**src/rtl/video_timing_ctrl.sv**
```systemverilog
// Video timing generator: programmable H/V sync, data-enable and ramp pixel data.
// Latency: outputs show counter position one clock after it is held; first (0,0) two clocks after i_start.
// Backpressure: none; free-running once started, stop/config requests take effect at frame boundaries.
module video_timing_ctrl #(
  parameter int CW = 16  // must be >= 8 so the ramp can be taken from the low counter bits
) (
  input  logic          i_CLK,
  input  logic          i_RST,
  input  logic          i_start,
  input  logic          i_stop,
  input  logic          i_cfg_update,
  input  logic [CW-1:0] i_hsw,
  input  logic [CW-1:0] i_hbp,
  input  logic [CW-1:0] i_hact,
  input  logic [CW-1:0] i_hfp,
  input  logic [CW-1:0] i_vsw,
  input  logic [CW-1:0] i_vbp,
  input  logic [CW-1:0] i_vact,
  input  logic [CW-1:0] i_vfp,
  output logic          o_VSYNC,
  output logic          o_HSYNC,
  output logic          o_DEN,
  output logic [7:0]    o_DATA,
  output logic          o_busy,
  output logic          o_frame_start,
  output logic          o_cfg_err
);

  localparam int EW = CW + 2;

  typedef enum logic [1:0] {IDLE = 2'd0, RUN = 2'd1, DRAIN = 2'd2} state_t;

  state_t        state_q, state_d;
  logic [CW-1:0] hcnt_q, hcnt_d, vcnt_q, vcnt_d;
  logic          stop_pend_q, stop_pend_d, upd_pend_q, upd_pend_d;
  logic          load_shadow, cfg_err_d;

  logic [CW-1:0] hsw_q, hbp_q, hact_q, hfp_q, vsw_q, vbp_q, vact_q, vfp_q;

  logic          vsync_q, hsync_q, den_q, busy_q, fs_q, err_q;
  logic [7:0]    data_q;

  // Live-input validation; totals are summed with two guard bits to catch overflow.
  logic [EW-1:0] in_htot, in_vtot;
  logic          in_ok;
  assign in_htot = EW'(i_hsw) + EW'(i_hbp) + EW'(i_hact) + EW'(i_hfp);
  assign in_vtot = EW'(i_vsw) + EW'(i_vbp) + EW'(i_vact) + EW'(i_vfp);
  assign in_ok   = (i_hsw != '0) && (i_hact != '0) && (i_vsw != '0) && (i_vact != '0) &&
                   (in_htot[EW-1:CW] == '0) && (in_vtot[EW-1:CW] == '0);

  // Region boundaries from the shadow copy; a validated shadow never overflows CW bits.
  logic [CW-1:0] h_act_lo, h_act_hi, h_tot, v_act_lo, v_act_hi, v_tot;
  assign h_act_lo = hsw_q + hbp_q;
  assign h_act_hi = h_act_lo + hact_q;
  assign h_tot    = h_act_hi + hfp_q;
  assign v_act_lo = vsw_q + vbp_q;
  assign v_act_hi = v_act_lo + vact_q;
  assign v_tot    = v_act_hi + vfp_q;

  logic h_last, v_last, frame_end, active, den_c;
  logic [7:0] pix_x;
  assign h_last    = (hcnt_q == h_tot - 1'b1);
  assign v_last    = (vcnt_q == v_tot - 1'b1);
  assign frame_end = h_last && v_last;
  assign active    = (state_q != IDLE);
  assign den_c     = active && (hcnt_q >= h_act_lo) && (hcnt_q < h_act_hi) &&
                     (vcnt_q >= v_act_lo) && (vcnt_q < v_act_hi);
  assign pix_x     = hcnt_q[7:0] - h_act_lo[7:0];

  // Next-state: start/stop handshake, raster counters, pending requests, reload decision.
  always_comb begin
    state_d     = state_q;
    hcnt_d      = hcnt_q;
    vcnt_d      = vcnt_q;
    stop_pend_d = stop_pend_q;
    upd_pend_d  = upd_pend_q;
    load_shadow = 1'b0;
    cfg_err_d   = 1'b0;
    if (state_q != IDLE) begin
      if (h_last) begin
        hcnt_d = '0;
        vcnt_d = v_last ? '0 : vcnt_q + 1'b1;
      end else begin
        hcnt_d = hcnt_q + 1'b1;
      end
    end
    case (state_q)
      IDLE: begin
        hcnt_d      = '0;
        vcnt_d      = '0;
        stop_pend_d = 1'b0;
        upd_pend_d  = 1'b0;
        // Stop wins over a simultaneous start.
        if (i_start && !i_stop) begin
          if (in_ok) begin
            state_d     = RUN;
            load_shadow = 1'b1;
          end else begin
            cfg_err_d = 1'b1;
          end
        end
      end
      RUN: begin
        if (i_stop)       stop_pend_d = 1'b1;
        if (i_cfg_update) upd_pend_d  = 1'b1;
        if (frame_end) begin
          if (stop_pend_q || i_stop) begin
            // Stopping: drop any pending reload.
            state_d     = IDLE;
            stop_pend_d = 1'b0;
            upd_pend_d  = 1'b0;
          end else if (upd_pend_q || i_cfg_update) begin
            upd_pend_d = 1'b0;
            if (in_ok) load_shadow = 1'b1;
            else       cfg_err_d   = 1'b1;
          end
        end else if (stop_pend_q) begin
          state_d = DRAIN;
        end
      end
      DRAIN: begin
        if (frame_end) begin
          state_d     = IDLE;
          stop_pend_d = 1'b0;
          upd_pend_d  = 1'b0;
        end
      end
      default: state_d = IDLE;
    endcase
  end

  // State, counters and pending flags.
  always_ff @(posedge i_CLK or negedge i_RST) begin
    if (!i_RST) begin
      state_q     <= IDLE;
      hcnt_q      <= '0;
      vcnt_q      <= '0;
      stop_pend_q <= 1'b0;
      upd_pend_q  <= 1'b0;
    end else begin
      state_q     <= state_d;
      hcnt_q      <= hcnt_d;
      vcnt_q      <= vcnt_d;
      stop_pend_q <= stop_pend_d;
      upd_pend_q  <= upd_pend_d;
    end
  end

  // Shadow timing registers, loaded on accepted start or frame-boundary reload.
  always_ff @(posedge i_CLK or negedge i_RST) begin
    if (!i_RST) begin
      hsw_q <= '0; hbp_q <= '0; hact_q <= '0; hfp_q <= '0;
      vsw_q <= '0; vbp_q <= '0; vact_q <= '0; vfp_q <= '0;
    end else if (load_shadow) begin
      hsw_q <= i_hsw; hbp_q <= i_hbp; hact_q <= i_hact; hfp_q <= i_hfp;
      vsw_q <= i_vsw; vbp_q <= i_vbp; vact_q <= i_vact; vfp_q <= i_vfp;
    end
  end

  // Registered decode of the current raster position; busy is delayed to line up with it.
  always_ff @(posedge i_CLK or negedge i_RST) begin
    if (!i_RST) begin
      vsync_q <= 1'b0;
      hsync_q <= 1'b0;
      den_q   <= 1'b0;
      data_q  <= '0;
      busy_q  <= 1'b0;
      fs_q    <= 1'b0;
      err_q   <= 1'b0;
    end else begin
      vsync_q <= active && (vcnt_q < vsw_q);
      hsync_q <= active && (hcnt_q < hsw_q);
      den_q   <= den_c;
      data_q  <= den_c ? pix_x : 8'd0;
      busy_q  <= active;
      fs_q    <= active && (hcnt_q == '0) && (vcnt_q == '0);
      err_q   <= cfg_err_d;
    end
  end

  assign o_VSYNC       = vsync_q;
  assign o_HSYNC       = hsync_q;
  assign o_DEN         = den_q;
  assign o_DATA        = data_q;
  assign o_busy        = busy_q;
  assign o_frame_start = fs_q;
  assign o_cfg_err     = err_q;

endmodule
```
**config.mk**
```make
export PLATFORM = sky130hd
export DESIGN_NAME = video_timing_ctrl
export DESIGN_NICKNAME = d
export VERILOG_FILES = /design/src/rtl/video_timing_ctrl.sv
export SDC_FILE = /design/constraint.sdc
export NUM_CORES = 1
export LEC_CHECK = 0
export BUFFER_PORTS_ARGS = -buffer_cell sky130_fd_sc_hd__clkbuf_2
export CAP_MARGIN = 20
export CORE_UTILIZATION = 55
export DETAILED_ROUTE_END_ITERATION = 8
export PLACE_DENSITY = 0.75
export SLEW_MARGIN = 40
export SYNTH_ARGS = -nofsm -noshare
export SYNTH_HDL_FRONTEND = slang
export SYNTH_SLANG_ARGS = --single-unit
```
**constraint.sdc**
```tcl
create_clock -name i_CLK -period 7.7 [get_ports i_CLK]
set_clock_uncertainty 0.1 [all_clocks]
set_input_delay 1.54 -clock i_CLK [delete_from_list [all_inputs] [get_ports i_CLK]]
set_output_delay 1.54 -clock i_CLK [all_outputs]
set_load 0.02 [all_outputs]
```
---- Word level (Yosys, flattened, before mapping) ----
Index checks and enable logic that the tools add are counted.
storage, ports and cells
  output and inout bits ................... 14
  word-level logic and storage cells ...... 123
  bits in registers ....................... 178
cells by class
  magnitude comparators ................... 6
  $add $sub $neg .......................... 17
  reduce and logical (&&, ||, !) cells .... 34
  eq/ne operators ......................... 9
  muxes and demuxes ....................... 37
operators by type and width
  kind                                                count
  two-way mux 16 bit                                  7
  adder 16 bit                                        6
  < comparator 16 bit                                 4
  nonzero test 16 bit                                 4
  adder 17 x 16 -> 18 bit                             2
  adder 18 x 16 -> 18 bit                             2
  adder 16 x 16 -> 17 bit                             2
  adder 16 x 1 -> 16 bit, second input constant       2
  equality test 16 bit                                2
  greater-or-equal comparator 16 bit                  2
  logical NOT 16 bit                                  2
  subtractor 16 x 1 -> 16 bit, second input constant  2
  two-way mux 1 bit                                   18
  logical AND 1 bit                                   15
  two-way mux 2 bit                                   6
  two-way mux 8 bit                                   1
  subtractor 8 bit                                    1
  logical NOT 2 bit                                   3
  inequality test 2 bit, second input constant        3
  inequality test 3 bit, second input constant        2
  case mux 1 bit (3 select lines)                     2
  case mux 2 bit (3 select lines)                     1
  nonzero test 2 bit                                  3
  AND reduction 5 bit                                 1
  other kinds (7)                                     10

---- Depth between registers and ports, before layout ----
Gate-level depths: netlist of run 1.
  depth in word-level cells ............... 11
  mapped depth ............................ 38

---- Worst setup path after synthesis of run 1 ----
No wires, ideal clock.
  kind .................................... flip-flop to flip-flop
  start ................................... register vsw_q[0]
  end ..................................... register hact_q[10]
  path slack .............................. 0.910 ns
  arrival ................................. 6.563 ns
  data required time ...................... 7.473 ns
  library setup time ...................... 0.127 ns
  buffers on the path ..................... 2
  stages on the path, launching flop included .. 38
  clock period less this slack ............ 6.790 ns
  cells stage by stage .................... dfrtp_1 -> ha_1 -> inv_1 -> fa_1 -> nor2b_1 -> o21ai_0 -> a21boi_0 -> o21ai_0 -> a21boi_0 -> o21ai_0 -> a21boi_0 -> nor2_1 -> ha_1 -> a21o_1 -> a21oi_1 -> o21a_1 -> a31oi_1 -> a21o_1 -> (+2 left out) -> a21o_1 -> xnor2_1 -> ha_1 -> inv_1 -> ha_1 -> xnor2_1 -> nor2_1 -> a21bo_2 -> nor4_1 -> nand4_1 -> nor3_1 -> nand4bb_1 -> nor3b_1 -> a21o_1 -> a31oi_1 -> buf_2 -> buf_6 -> mux2_1
between the ends
  cells in the longest elaborated chain, start to end .. 8
ends and longest elaborated chain
  element                          line  source
  start: declaration               38    logic [CW-1:0] hsw_q, hbp_q, hact_q, hfp_q, vsw_q, vbp_q, vact_q, vfp_q;
  start signal: assignment         156   vsw_q <= i_vsw; vbp_q <= i_vbp; vact_q <= i_vact; vfp_q <= i_vfp;
  adder 16 bit                     56    assign v_act_lo = vsw_q + vbp_q;
  adder 16 bit                     57    assign v_act_hi = v_act_lo + vact_q;
  adder 16 bit                     58    assign v_tot = v_act_hi + vfp_q;
  subtractor 16 x 1 -> 16 bit      63    assign v_last = (vcnt_q == v_tot - 1'b1);
  equality test 16 bit             63
  logical AND 1 bit                64    assign frame_end = h_last && v_last;
  two-way mux 1 bit                106   if (frame_end) begin
  case mux 1 bit (2 select lines)  87    case (state_q)
  end signal: assignment           155   hsw_q <= i_hsw; hbp_q <= i_hbp; hact_q <= i_hact; hfp_q <= i_hfp;
  end: declaration                 38
Every way passes these cells.
A chain may end at the register's enable or synchronous reset.

---- Worst setup path after layout of run 1 ----
  start ................................... register vsw_q[0]
  end ..................................... register hsw_q[10]
between the ends
  cells in the longest elaborated chain, start to end .. 8
ends and longest elaborated chain
  element                          line
  adder 16 bit                     56
  adder 16 bit                     57
  adder 16 bit                     58
  subtractor 16 x 1 -> 16 bit      63
  equality test 16 bit             63
  logical AND 1 bit                64
  two-way mux 1 bit                106
  case mux 1 bit (2 select lines)  87
  end signal: assignment           155
  end: declaration                 38
Every way passes these cells.

==> run summary, run 1 <==
### Outcome
* **outcome** finished, violations left
* **violations in the final reports** design-rule violations

### CTS
* **Reg clk slew, reported paths** 0.08 ns
* **CTS root buffer** sky130_fd_sc_hd__clkbuf_16
* **clock latency on the worst-skew pair** 0.45 ns
* **hold buffers post-CTS** 0
* **CTS HTree Levels** 4
* **Inserted Clock Buffers** 17
* **Sink Count** 178
* **Clock Tree Buf Depth** 2
* **clock tree from TritonCTS** yes

### Routing
* **Pre-Repair DR Iteration Count** 7
* **number of DRC markers in iteration 0** 917
* **Total Routed Length** 41.37 mm
* **wire per inst** 18.42 um
* **Detail Route Antenna Nets** 0
* **via-per-instance ratio** 5.876
* **overall via count from detail_route** 13.20k
* **DRC Markers** 2

### Synthesis
* **combinational family with the most area after synthesis** adder cells
* **cell type with the highest aggregate area in the netlist** sky130_fd_sc_hd__dfrtp_1
* **proportion of synthesized area in mux cells** 8.918%
* **synthesized instance count** 1687
* **post-synthesis share of cell area spent on and, or, nand and nor gates** 12.48%
* **number of synthesized register bits** 178
* **share of the synthesized netlist area taken by xor and xnor gates** 7.016%
* **per-instance average area after synthesis** 9.789 um^2
* **Yosys warning total** 0
* **async set-reset flop share out of synthesis** 100.0%
* **post-synth design cell area** 16510 um^2
* **Post-synth EDFFs** 0
* **area share of fa/ha/maj cells after synthesis** 25.70%
* **most used standard cell by instance count after synthesis** sky130_fd_sc_hd__ha_1
* **Net Count, Synth** 2117
* **leading cell types by total area after synthesis** sky130_fd_sc_hd__dfrtp_1, sky130_fd_sc_hd__ha_1, sky130_fd_sc_hd__mux2_1
* **predominant post-synthesis flop cell** sky130_fd_sc_hd__dfrtp_1
* **list of most frequent post-synthesis cells** sky130_fd_sc_hd__ha_1, sky130_fd_sc_hd__dfrtp_1, sky130_fd_sc_hd__inv_1
* **count of unique library cells instantiated by Yosys** 74
* **post-synthesis compound-gate area fraction** 13.71%
* **portion of synthesized cell area occupied by the leading cell type** 26.97%
* **sequential element share of the synthesized area** 26.97%

### Floorplan
* **num ports** 147
* **initial cell density of the core** 55.86%
* **Die X-Extent** 175.3 um
* **total die area** 30720 um^2
* **vertical die dimension** 175.3 um
* **Std-Cell Rows** 63
* **core footprint** 29560 um^2

### Job
* **reported max-cap violation count** 0

### Critical path
* **FF-to-FF setup slack** 0.40 ns
* **critical path launch point type** flip-flop
* **worst setup path start** vsw_q[0]
* **launching point of the worst reg2reg path** vsw_q[0]
* **CP max stage delay** 0.39 ns
* **Critical Path Most Common Cell** sky130_fd_sc_hd__a21o_1
* **critical path class** reg -> reg
* **worst endpoint data arrival time** 7.53 ns
* **endpoint type of the worst setup path** flip-flop
* **Worst Path Max Fanout** 14
* **length in cells of the worst reg-to-reg path** 37
* **data required time at the worst endpoint** 7.93 ns
* **Crit-path slowest cell** sky130_fd_sc_hd__fa_1
* **Critical Path Sink** hsw_q[10]
* **terminus of the critical flop-to-flop path** hsw_q[10]

### Pwr
* **overall power** 2.109 mW
* **Power Dens Cells** 114.2 nW/um^2
* **IR Drop Worst-Case VDD** 0.1501 mV
* **leakage power summed over all cells** 9.261 nW

### GRT
* **initial antenna violation count** 0
* **largest net degree at the start of global routing** 116
* **final global-route overflow total** 0
* **first-pass GRT wire length** 66.98 mm
* **number of global-route vias before repair** 13.09k
* **GRT Util Overall** 27.56%

### STA
* **Worst-Margin Slew** 0.7992 ns
* **final-layout worst hold slack** 0.3921 ns
* **endpoints failing hold** 0
* **maximum clock rate** 137.0 MHz
* **setup slack of the critical path after layout** 0.3998 ns
* **number of pins with negative max-slew slack in the final report** 0
* **Relative slew margins** 46.23%
* **share of the clock period used by the worst path after layout** 94.81%
* **shortest period the worst path allows** 7.300 ns
* **number of endpoints failing setup at the final stage** 0

### Final layout
* **fill cell count** 2409
* **count of non-filler cells in the finished layout** 2246
* **final antenna diode count** 0
* **area occupied by multi-input gates** 11300 um^2
* **Sequential Area** 4454 um^2
* **number of nets in the layout** 2273
* **post-synthesis to final-layout area growth** 11.86%
* **share of layout cells above drive strength 1** 12.77%

### Place
* **Detailed Place HPWL** 32.68 mm
* **number of buffers inserted by port buffering** 146
* **post-placement worst setup slack** -0.08795 ns
* **Placed Cells** 2202
* **GP Congestion** 0.8779

### Min path
* **Hold Crit Class** reg -> reg
* **hold path cells** 1

[report_power, final]
part	internal [mW]	switching, mW
clock network	0.459	0.406
logic	0.130	0.181
registers	0.934	0
total	1.52	0.587
[cell type report]
class | count | area share (%)
Clock inverter | 14 | 0.7045
Timing Repair Buffer | 167 | 5.487
Tap cell | 390 | 2.642
Multi-Input combinational cell | 1308 | 61.20
Clock buffer | 18 | 2.378
Inverter | 171 | 3.475
Sequential cell | 178 | 24.11
[layer usage]
layer	GRT usage, %	wire length [um]	up-vias
li1	-	-	6311
met1	37.90	18970	6484
met2	45.78	19610	344
met3	3.095	1817	59
met4	8.152	972	0
met5	0	0	-
[worst min path at each step]
stage / start / to / slack (ns)
after global routing: hfp_q[1] / hfp_q[1] / 0.42
final: hfp_q[1] / hfp_q[1] / 0.39
after global placement: vfp_q[9] / vfp_q[9] / 0.38
after floorplan: hfp_q[0] / hfp_q[0] / 0.36
after CTS: vfp_q[8] / vfp_q[8] / 0.40
after detailed placement: vfp_q[8] / vfp_q[8] / 0.38
[per-stage QoR]
| stage | setup TNS (ns) | utilization [%] | area [um^2] |
|---|---|---|---|
| detailed placement | -7.219 | 59.80 | 17680 |
| floorplan | 0 | - | 16510 |
| CTS | 0 | 61.87 | 18290 |
| global placement | 0 | 59.67 | 17640 |
| global route | -2.761 | 62.49 | 18470 |
| finish | 0 | 62.49 | 18470 |
[repair_timing]
action                                  in CTS  in global routing
resized for setup                            2                 21
cloned                                       1                  4
setup buffers                                1                  6
pin swaps                                    1                  9
endpoints found under the setup margin     121                163
[logic make-up after synthesis]
kind of cell	count (synthesis)
multiplexers	131
flip-flops	178
XOR/XNOR	129
adder cells (fa/ha/maj)	298
AO/OA/AOI/OAI	357
buffers and inverters	201
AND/OR/NAND/NOR	393
[flip-flops by register name, indices dropped and copies added (netlist names)]
| signal | cells |
|---|---|
| hbp_q | 16 |
| o_cfg_err | 1 |
| o_DATA | 8 |
| o_DEN | 1 |
| hact_q | 16 |
| o_VSYNC | 1 |
| o_frame_start | 1 |
| hsw_q | 16 |
| vfp_q | 16 |
| hcnt_q | 16 |
| vbp_q | 16 |
| state_q | 2 |
| o_busy | 1 |
| vcnt_q | 16 |
| o_HSYNC | 1 |
| vsw_q | 16 |
| stop_pend_q | 1 |
| upd_pend_q | 1 |
| hfp_q | 16 |
| vact_q | 16 |
[layout by cell type (no fill, tap or decap), types with 6 or more instances in the layout]
master / Yosys / final
sky130_fd_sc_hd__ha_1: 228 / 227
sky130_fd_sc_hd__dfrtp_1: 178 / 178
sky130_fd_sc_hd__inv_1: 171 / 171
sky130_fd_sc_hd__clkbuf_2: 0 / 145
sky130_fd_sc_hd__mux2_1: 128 / 128
sky130_fd_sc_hd__a21oi_1: 105 / 104
sky130_fd_sc_hd__nor2_1: 92 / 92
sky130_fd_sc_hd__o21ai_0: 72 / 69
sky130_fd_sc_hd__fa_1: 69 / 69
sky130_fd_sc_hd__xnor2_1: 69 / 67
sky130_fd_sc_hd__nand2_1: 61 / 61
sky130_fd_sc_hd__xor2_1: 58 / 57
sky130_fd_sc_hd__a21o_1: 54 / 54
sky130_fd_sc_hd__nand3_1: 40 / 40
sky130_fd_sc_hd__nor3_1: 38 / 36
sky130_fd_sc_hd__nor4_1: 31 / 31
sky130_fd_sc_hd__nand2b_1: 26 / 26
sky130_fd_sc_hd__clkbuf_16: 0 / 21
sky130_fd_sc_hd__nor2b_1: 19 / 19
sky130_fd_sc_hd__o21a_1: 17 / 17
sky130_fd_sc_hd__nand4_1: 17 / 17
sky130_fd_sc_hd__a211oi_1: 14 / 14
sky130_fd_sc_hd__and3_1: 14 / 14
sky130_fd_sc_hd__o21ai_1: 11 / 13
sky130_fd_sc_hd__a31oi_1: 15 / 13
sky130_fd_sc_hd__or2_2: 12 / 12
sky130_fd_sc_hd__buf_4: 2 / 11
sky130_fd_sc_hd__o21bai_1: 10 / 10
sky130_fd_sc_hd__o211ai_1: 9 / 9
sky130_fd_sc_hd__nand4b_1: 7 / 7
sky130_fd_sc_hd__and2_1: 6 / 6
[worst max-delay path, delay by kind of cell, from the launching register on]
kind            cells  cell delay, ns
compound gates     17            2.76
xor+xnor            2            0.36
fa+ha+maj           5            1.58
buf+inv             4            0.45
flops               1            0.38
mux                 1            0.36
simple gates        8            1.19
Power figures use the tool's default switching activity.
==> run 2, diff against run 1 <==
--- a/config.mk
+++ b/config.mk
@@ -5,11 +5,10 @@
 export SDC_FILE = /design/constraint.sdc
 export NUM_CORES = 1
 export LEC_CHECK = 0
-export BUFFER_PORTS_ARGS = -buffer_cell sky130_fd_sc_hd__clkbuf_2
 export CAP_MARGIN = 20
-export CORE_UTILIZATION = 55
+export CORE_UTILIZATION = 30
 export DETAILED_ROUTE_END_ITERATION = 8
-export PLACE_DENSITY = 0.75
+export DONT_BUFFER_PORTS = 1
 export SLEW_MARGIN = 40
 export SYNTH_ARGS = -nofsm -noshare
 export SYNTH_HDL_FRONTEND = slang
==> run 2 against run 1 <==
Critical path type unchanged. Die area up 82%. Sequential power is essentially flat. Utilization is 29 points lower. Largest power group is now the clock network. Critical endpoint is now hsw_q[15]. The flow now finishes without violations. Sequential cell count did not move.
==> run summary, run 2 (synthesized netlist as in run 1, its figures left out) <==
### Place
* **Placed Cells** 2364, +7.4%
* **post-placement worst setup slack** 0.01972 ns, +0.1077 ns
* **number of buffers inserted by port buffering** 0, -100%
* **GP Congestion** 0.8741, -0.43%
* **Detailed Place HPWL** 34.88 mm, +6.7%

### STA
* **maximum clock rate** 136.7 MHz, -0.20%
* **share of the clock period used by the worst path after layout** 95.00%, +0.19 points
* **number of endpoints failing setup at the final stage** 0, unchanged
* **endpoints failing hold** 0, unchanged
* **setup slack of the critical path after layout** 0.3852 ns, -0.01453 ns
* **number of pins with negative max-slew slack in the final report** 0, unchanged
* **Relative slew margins** 45.52%, -0.70 points
* **Worst-Margin Slew** 0.8134 ns, +0.01413 ns
* **shortest period the worst path allows** 7.315 ns, +0.01453 ns

### Pwr
* **net switching fraction of the power** 25.00%, -2.8 points
* **relative contribution of sequential cells to total power** 43.9%, -0.4 points
* **IR Drop Worst-Case VDD** 0.1709 mV, +14%
* **internal power** 1.597 mW, +4.9%
* **leakage power summed over all cells** 8.658 nW, -6.5%
* **Power Dens Cells** 117.3 nW/um^2, +2.7%
* **combinational share of power** 10.6%, -4.1 points
* **power spent charging and discharging nets** 532.3 uW, -9.3%
* **clock group share of total power** 45.5%, +4.5 points

### GRT
* **final global-route overflow total** 0, unchanged
* **largest net degree at the start of global routing** 179, +54%
* **met1 track demand over resource in global routing** 19.64%, -18 points
* **first-pass GRT wire length** 69.15 mm, +3.2%
* **number of global-route vias before repair** 12.78k, -2.4%
* **initial antenna violation count** 4, +4
* **most utilized layer in the global route result** met2
* **GRT Util Overall** 15.88%, -12 points
* **met2 Usage GRT** 26.66%, -19 points
* **met3 Track Usage GR** 4.162%, +1.1 points

### Floorplan
* **core footprint** 54130 um^2, +83%
* **Die X-Extent** 236.6 um, +35%
* **num ports** 147, unchanged
* **Std-Cell Rows** 85, +35%
* **initial cell density of the core** 30.51%, -25 points
* **vertical die dimension** 236.6 um, +35%
* **total die area** 55990 um^2, +82%

### Critical path
* **Crit-path slowest cell** sky130_fd_sc_hd__or4_1
* **CP max stage delay** 0.60 ns, +0.21 ns
* **critical path class** reg -> reg
* **Critical Path Most Common Cell** sky130_fd_sc_hd__o21ai_0
* **Worst Path Max Fanout** 24, +10
* **endpoint type of the worst setup path** flip-flop
* **data required time at the worst endpoint** 7.98 ns, +0.05 ns
* **critical path launch point type** flip-flop
* **worst endpoint data arrival time** 7.59 ns, +0.06 ns

### Final layout
* **count of non-filler cells in the finished layout** 2405, +7.1%
* **most common cell after layout, fill and taps aside** sky130_fd_sc_hd__ha_1
* **commonest cells after routing, fill and taps aside** sky130_fd_sc_hd__ha_1, sky130_fd_sc_hd__dfrtp_1, sky130_fd_sc_hd__inv_1
* **number of nets in the layout** 2127, -6.4%
* **share of layout cells above drive strength 1** 5.621%, -7.1 points
* **post-synthesis to final-layout area growth** 9.918%
* **fill cell count** 5442, +130%

### CTS
* **CTS HTree Levels** 4, unchanged
* **Sink Count** 178, unchanged
* **clock latency on the worst-skew pair** 0.50 ns, +0.05 ns
* **hold buffers post-CTS** 0, unchanged
* **Inserted Clock Buffers** 17, unchanged
* **Clock Tree Buf Depth** 2, unchanged
* **Reg clk slew, reported paths** 0.07 ns, about the same
* **clock tree from TritonCTS** yes
* **CTS root buffer** sky130_fd_sc_hd__clkbuf_16

### Outcome
* **outcome** finished clean

### Routing
* **Detail Route Antenna Nets** 0, unchanged
* **Pre-Repair DR Iteration Count** 7, unchanged
* **wire per inst** 18.16 um, -1.4%
* **number of DRC markers in iteration 0** 714, -22%
* **DRC Markers** 0, -2
* **via-per-instance ratio** 5.168, -12%
* **Total Routed Length** 43.67 mm, +5.6%
* **overall via count from detail_route** 12.43k, -5.8%

### Min path
* **Hold Crit Class** reg -> reg

### Job
* **reported max-cap violation count** 0, unchanged

[run 2: worst paths after layout]
check	startpoint	endpoint	slack, ns	cells after the start
max in group asynchronous	i_RST	vbp_q[2]	6.63	0
min in group asynchronous	i_RST	hbp_q[15]	0.65	0
hold reg to reg	vfp_q[14]	vfp_q[14]	0.40	1
hold / removal	vfp_q[14]	vfp_q[14]	0.40	1
setup reg to reg	hsw_q[0]	hsw_q[15]	0.39	35
setup / recovery	hsw_q[0]	hsw_q[15]	0.39	35
[run 2: cell type report]
cell class / count / area (um^2) / area share (%)
flip-flops and latches: 178 / 4454 / 24.54
repair buffers: 21 / 232.7 / 1.282
inverters: 171 / 641.9 / 3.536
well taps: 696 / 870.8 / 4.798
clock inverters: 11 / 176.4 / 0.9719
multi-input cells: 1308 / 11320 / 62.36
clock buffers: 19 / 452.9 / 2.495
diodes: 1 / 2.502 / 0.01379
[run 2: power by group through the flow]
stage | logic [mW] | registers [mW] | clock network [mW]
after global placement | 0.224 | 0.952 | 0
after CTS | 0.235 | 0.934 | 0.996
after detailed placement | 0.232 | 0.952 | 0
after global routing | 0.271 | 0.934 | 1.04
after floorplan | 0.154 | 0.953 | 0
final | 0.226 | 0.935 | 0.968
[run 2: stage by stage]
stage / TNS, ns / util (%) / total power, mW / hold WS, ns / instance area, um^2
final: 0 / 33.53 / 2.129 / 0.3951 / 18150
after floorplan: 0 / - / 1.107 / 0.3642 / 16510
after global placement: 0 / 31.92 / 1.177 / 0.3775 / 17280
after detailed placement: 0 / 31.94 / 1.184 / 0.3843 / 17290
after CTS: -0.08056 / 33.10 / 2.166 / 0.4015 / 17920
after global routing: -16.93 / 33.53 / 2.241 / 0.4056 / 18150
[run 2: metal layers]
layer | wire length [um] | up-vias
li1 | - | 6029
met1 | 19060 | 6081
met2 | 21240 | 262
met3 | 2318 | 51
met4 | 1004 | 6
met5 | 41 | -
[run 2: what timing repair did]
item,CTS,global route
setup endpoints to repair,14,163
gates cloned,0,4
gates resized for setup,0,32
pin swaps,0,7
setup buffers,0,6
[run 2: worst max-delay path: cells and delay by family (launching register included)]
kind                       cells  cell delay [ns]
AOI/OAI and AO/OA             12             2.10
xor gates and xnor gates       3             0.51
adders and majority gates      4             1.08
buffers and inverters          6             0.91
DFF                            1             0.40
muxes                          1             0.34
and+or+nand+nor                9             1.73
==> run 3, diff against run 2 <==
--- a/config.mk
+++ b/config.mk
@@ -5,7 +5,7 @@
 export SDC_FILE = /design/constraint.sdc
 export NUM_CORES = 1
 export LEC_CHECK = 0
-export CAP_MARGIN = 20
+export CORE_MARGIN = 2
 export CORE_UTILIZATION = 30
 export DETAILED_ROUTE_END_ITERATION = 8
 export DONT_BUFFER_PORTS = 1
==> constraint.sdc (replaced) <==
create_clock -name i_CLK -period 6.12 [get_ports i_CLK]
set_clock_uncertainty 0.1 [all_clocks]
set_input_delay 1.224 -clock i_CLK [delete_from_list [all_inputs] [get_ports i_CLK]]
set_output_delay 1.224 -clock i_CLK [all_outputs]
set_load 0.02 [all_outputs]
==> run 3 against run 2 <==
The run now ends with negative setup slack left. Cell area grew 13%. Register-to-register slack worse by 1.1 ns. Global-route usage rose by 0.84 points. Non-clock buffer count grew 211. Sequential power grew 26%. Largest power group unchanged.
==> run summary, run 3 (synthesized netlist as in run 1, its figures left out) <==
### Critical path
* **length in cells of the worst reg-to-reg path** 37, +5.7%
* **Crit-path slowest cell** sky130_fd_sc_hd__dfrtp_1
* **endpoint type of the worst setup path** flip-flop
* **cell depth of the worst setup path** 37, +5.7%
* **critical path's top delay family** compound AO/OA/AOI/OAI gates
* **data required time at the worst endpoint** 6.39 ns, -1.59 ns
* **Worst Path Max Fanout** 16, -33%
* **critical path class** reg -> reg
* **CP max stage delay** 0.36 ns, -0.24 ns
* **Critical Path Most Common Cell** sky130_fd_sc_hd__a21o_1
* **worst endpoint data arrival time** 7.11 ns, -0.48 ns
* **Bufs and invs on worst path** 4, -2
* **critical path launch point type** flip-flop

### STA
* **final-layout worst hold slack** 0.3378 ns, -0.05725 ns
* **number of endpoints failing setup at the final stage** 163, +163
* **shortest period the worst path allows** 6.849 ns, -0.4658 ns
* **unrepaired setup endpoints after global routing** yes
* **share of the clock period used by the worst path after layout** 111.9%, +17 points
* **Worst-Margin Slew** 0.7988 ns, -0.01456 ns
* **maximum clock rate** 146.0 MHz, +6.8%
* **Relative slew margins** 46.26%, +0.73 points
* **endpoints failing hold** 0, unchanged
* **setup slack of the critical path after layout** -0.7289 ns, -1.114 ns
* **number of pins with negative max-slew slack in the final report** 0, unchanged

### Final layout
* **post-synthesis to final-layout area growth** 24.40%
* **final antenna diode count** 0, -1
* **total non-filler cell area in the finished layout** 20540 um^2, +13%
* **fill cell count** 5278, -3.0%
* **Sequential Area** 4454 um^2, unchanged
* **commonest cells after routing, fill and taps aside** sky130_fd_sc_hd__ha_1, sky130_fd_sc_hd__buf_4, sky130_fd_sc_hd__dfrtp_1
* **area occupied by multi-input gates** 11920 um^2, +5.3%
* **number of nets in the layout** 2338, +9.9%
* **most common cell after layout, fill and taps aside** sky130_fd_sc_hd__ha_1
* **share of layout cells above drive strength 1** 22.23%, +17 points

### GRT
* **initial antenna violation count** 1, -3
* **final global-route overflow total** 0, unchanged
* **number of global-route vias before repair** 13.60k, +6.4%
* **largest net degree at the start of global routing** 179, unchanged
* **GRT Util Overall** 16.72%, +0.84 points
* **first-pass GRT wire length** 73.62 mm, +6.5%

### Place
* **GP Congestion** 0.8720, -0.24%
* **total cell area at the placement stage** 18600 um^2, +7.6%
* **number of buffers inserted by port buffering** 0, unchanged
* **Detailed Place HPWL** 36.83 mm, +5.6%

### CTS
* **clock latency on the worst-skew pair** 0.49 ns, about the same
* **Sink Count** 178, unchanged
* **clock tree from TritonCTS** yes
* **hold buffers post-CTS** 0, unchanged
* **CTS HTree Levels** 4, unchanged
* **Inserted Clock Buffers** 17, unchanged
* **Reg clk slew, reported paths** 0.08 ns, about the same
* **CTS root buffer** sky130_fd_sc_hd__clkbuf_16
* **Clock Tree Buf Depth** 2, unchanged

### Routing
* **Total Routed Length** 47.39 mm, +8.5%
* **number of DRC markers in iteration 0** 637, -11%
* **via-per-instance ratio** 5.054, -2.2%
* **wire per inst** 18.11 um, -0.27%
* **Detail Route Antenna Nets** 0, unchanged
* **Pre-Repair DR Iteration Count** 6, -1
* **DRC Markers** 0, unchanged
* **overall via count from detail_route** 13.23k, +6.4%

### Outcome
* **violations in the final reports** negative setup slack
* **outcome** finished, violations left

### Pwr
* **leakage power summed over all cells** 9.963 nW, +15%
* **clock group share of total power** 45.3%, -0.2 points
* **combinational share of power** 10.9%, +0.3 points
* **power spent charging and discharging nets** 699.8 uW, +31%
* **relative contribution of sequential cells to total power** 43.9%, about the same
* **Power Dens Cells** 130.4 nW/um^2, +11%
* **net switching fraction of the power** 26.12%, +1.1 points
* **IR Drop Worst-Case VDD** 0.2228 mV, +30%
* **internal power** 1.979 mW, +24%

### Floorplan
* **vertical die dimension** 238.6 um, +0.85%
* **core footprint** 54130 um^2, unchanged
* **Std-Cell Rows** 85, unchanged
* **num ports** 147, unchanged
* **Die X-Extent** 238.6 um, +0.85%
* **initial cell density of the core** 30.51%, unchanged
* **total die area** 56940 um^2, +1.7%

### Min path
* **Hold Crit Class** in -> async

### Job
* **reported max-cap violation count** 0, unchanged

## run 3: cell types whose count changed in the layout (fill, tap and decap cells not counted), sizes merged
| cell | previous run | this run |
|---|---|---|
| buf | 19 | 227 |
| bufbuf | 0 | 2 |
| bufinv | 4 | 3 |
| clkinv | 3 | 4 |
| clkinvlp | 1 | 0 |
| diode | 1 | 0 |
| inv | 174 | 178 |
## run 3: worst reg2reg max path, delay by kind of cell (launching register included)
kind / cells / cell delay (ns)
XOR/XNOR: 2 / 0.33
AND/OR/NAND/NOR: 8 / 1.11
buffers and inverters: 4 / 0.50
AO/OA/AOI/OAI: 17 / 2.59
adder cells (fa/ha/maj): 5 / 1.40
flip-flops: 1 / 0.36
multiplexers: 1 / 0.34
## run 3: power groups by stage
stage / registers, mW / logic [mW] / clock network (mW)
after detailed placement: 1.20 / 0.295 / 0
after floorplan: 1.20 / 0.194 / 0
after global routing: 1.17 / 0.341 / 1.30
after global placement: 1.20 / 0.283 / 0
after CTS: 1.18 / 0.300 / 1.24
final: 1.18 / 0.291 / 1.21
## run 3: area by class of cell
type / count / area share, %
well taps: 696 / 4.239
clock buffers: 18 / 2.138
multi-input cells: 1308 / 58.03
flip-flops and latches: 178 / 21.68
inverters: 171 / 3.125
clock inverters: 14 / 0.9380
repair buffers: 232 / 9.849
## run 3: per-stage QoR
stage / TNS [ns] / util [%] / instances / setup WS, ns / total power [mW]
3_5_place_dp: -134.80 / 34.35 / 2525 / -0.9930 / 1.493
3_3_place_gp: -112.79 / 34.35 / 2525 / -0.8398 / 1.481
4_1_cts: -96.72 / 37.02 / 2604 / -0.7309 / 2.719
2_1_floorplan: -14.97 / - / 1687 / -0.1265 / 1.393
6_report: -95.20 / 37.95 / 2617 / -0.7289 / 2.679
5_1_grt: -169.55 / 37.95 / 2617 / -1.171 / 2.813
## run 3: path summary, 6_finish.rpt
path / from / end / slack, ns
max reg2reg: vbp_q[0] / hsw_q[13] / -0.73
min: i_RST / hsw_q[1] / 0.34
min reg2reg: vfp_q[14] / vfp_q[14] / 0.40
max in group asynchronous: i_RST / hcnt_q[9] / 5.25
max: vbp_q[0] / hsw_q[13] / -0.73
min in group i_CLK: vfp_q[14] / vfp_q[14] / 0.40
## run 3: per-layer routing
layer / track usage, % / routed length, um / vias up
met3: 3.349 / 1970 / 55
met2: 28.51 / 23360 / 225
met1: 21.22 / 20970 / 6495
met5: 0 / 10 / -
li1: - / - / 6449
met4: 5.246 / 1071 / 2
## run 3: what timing repair did
action	CTS	global route
pin swaps	44	26
buffers inserted	41	11
gates resized for setup	84	92
gates cloned	6	3
setup endpoints to repair	168	174
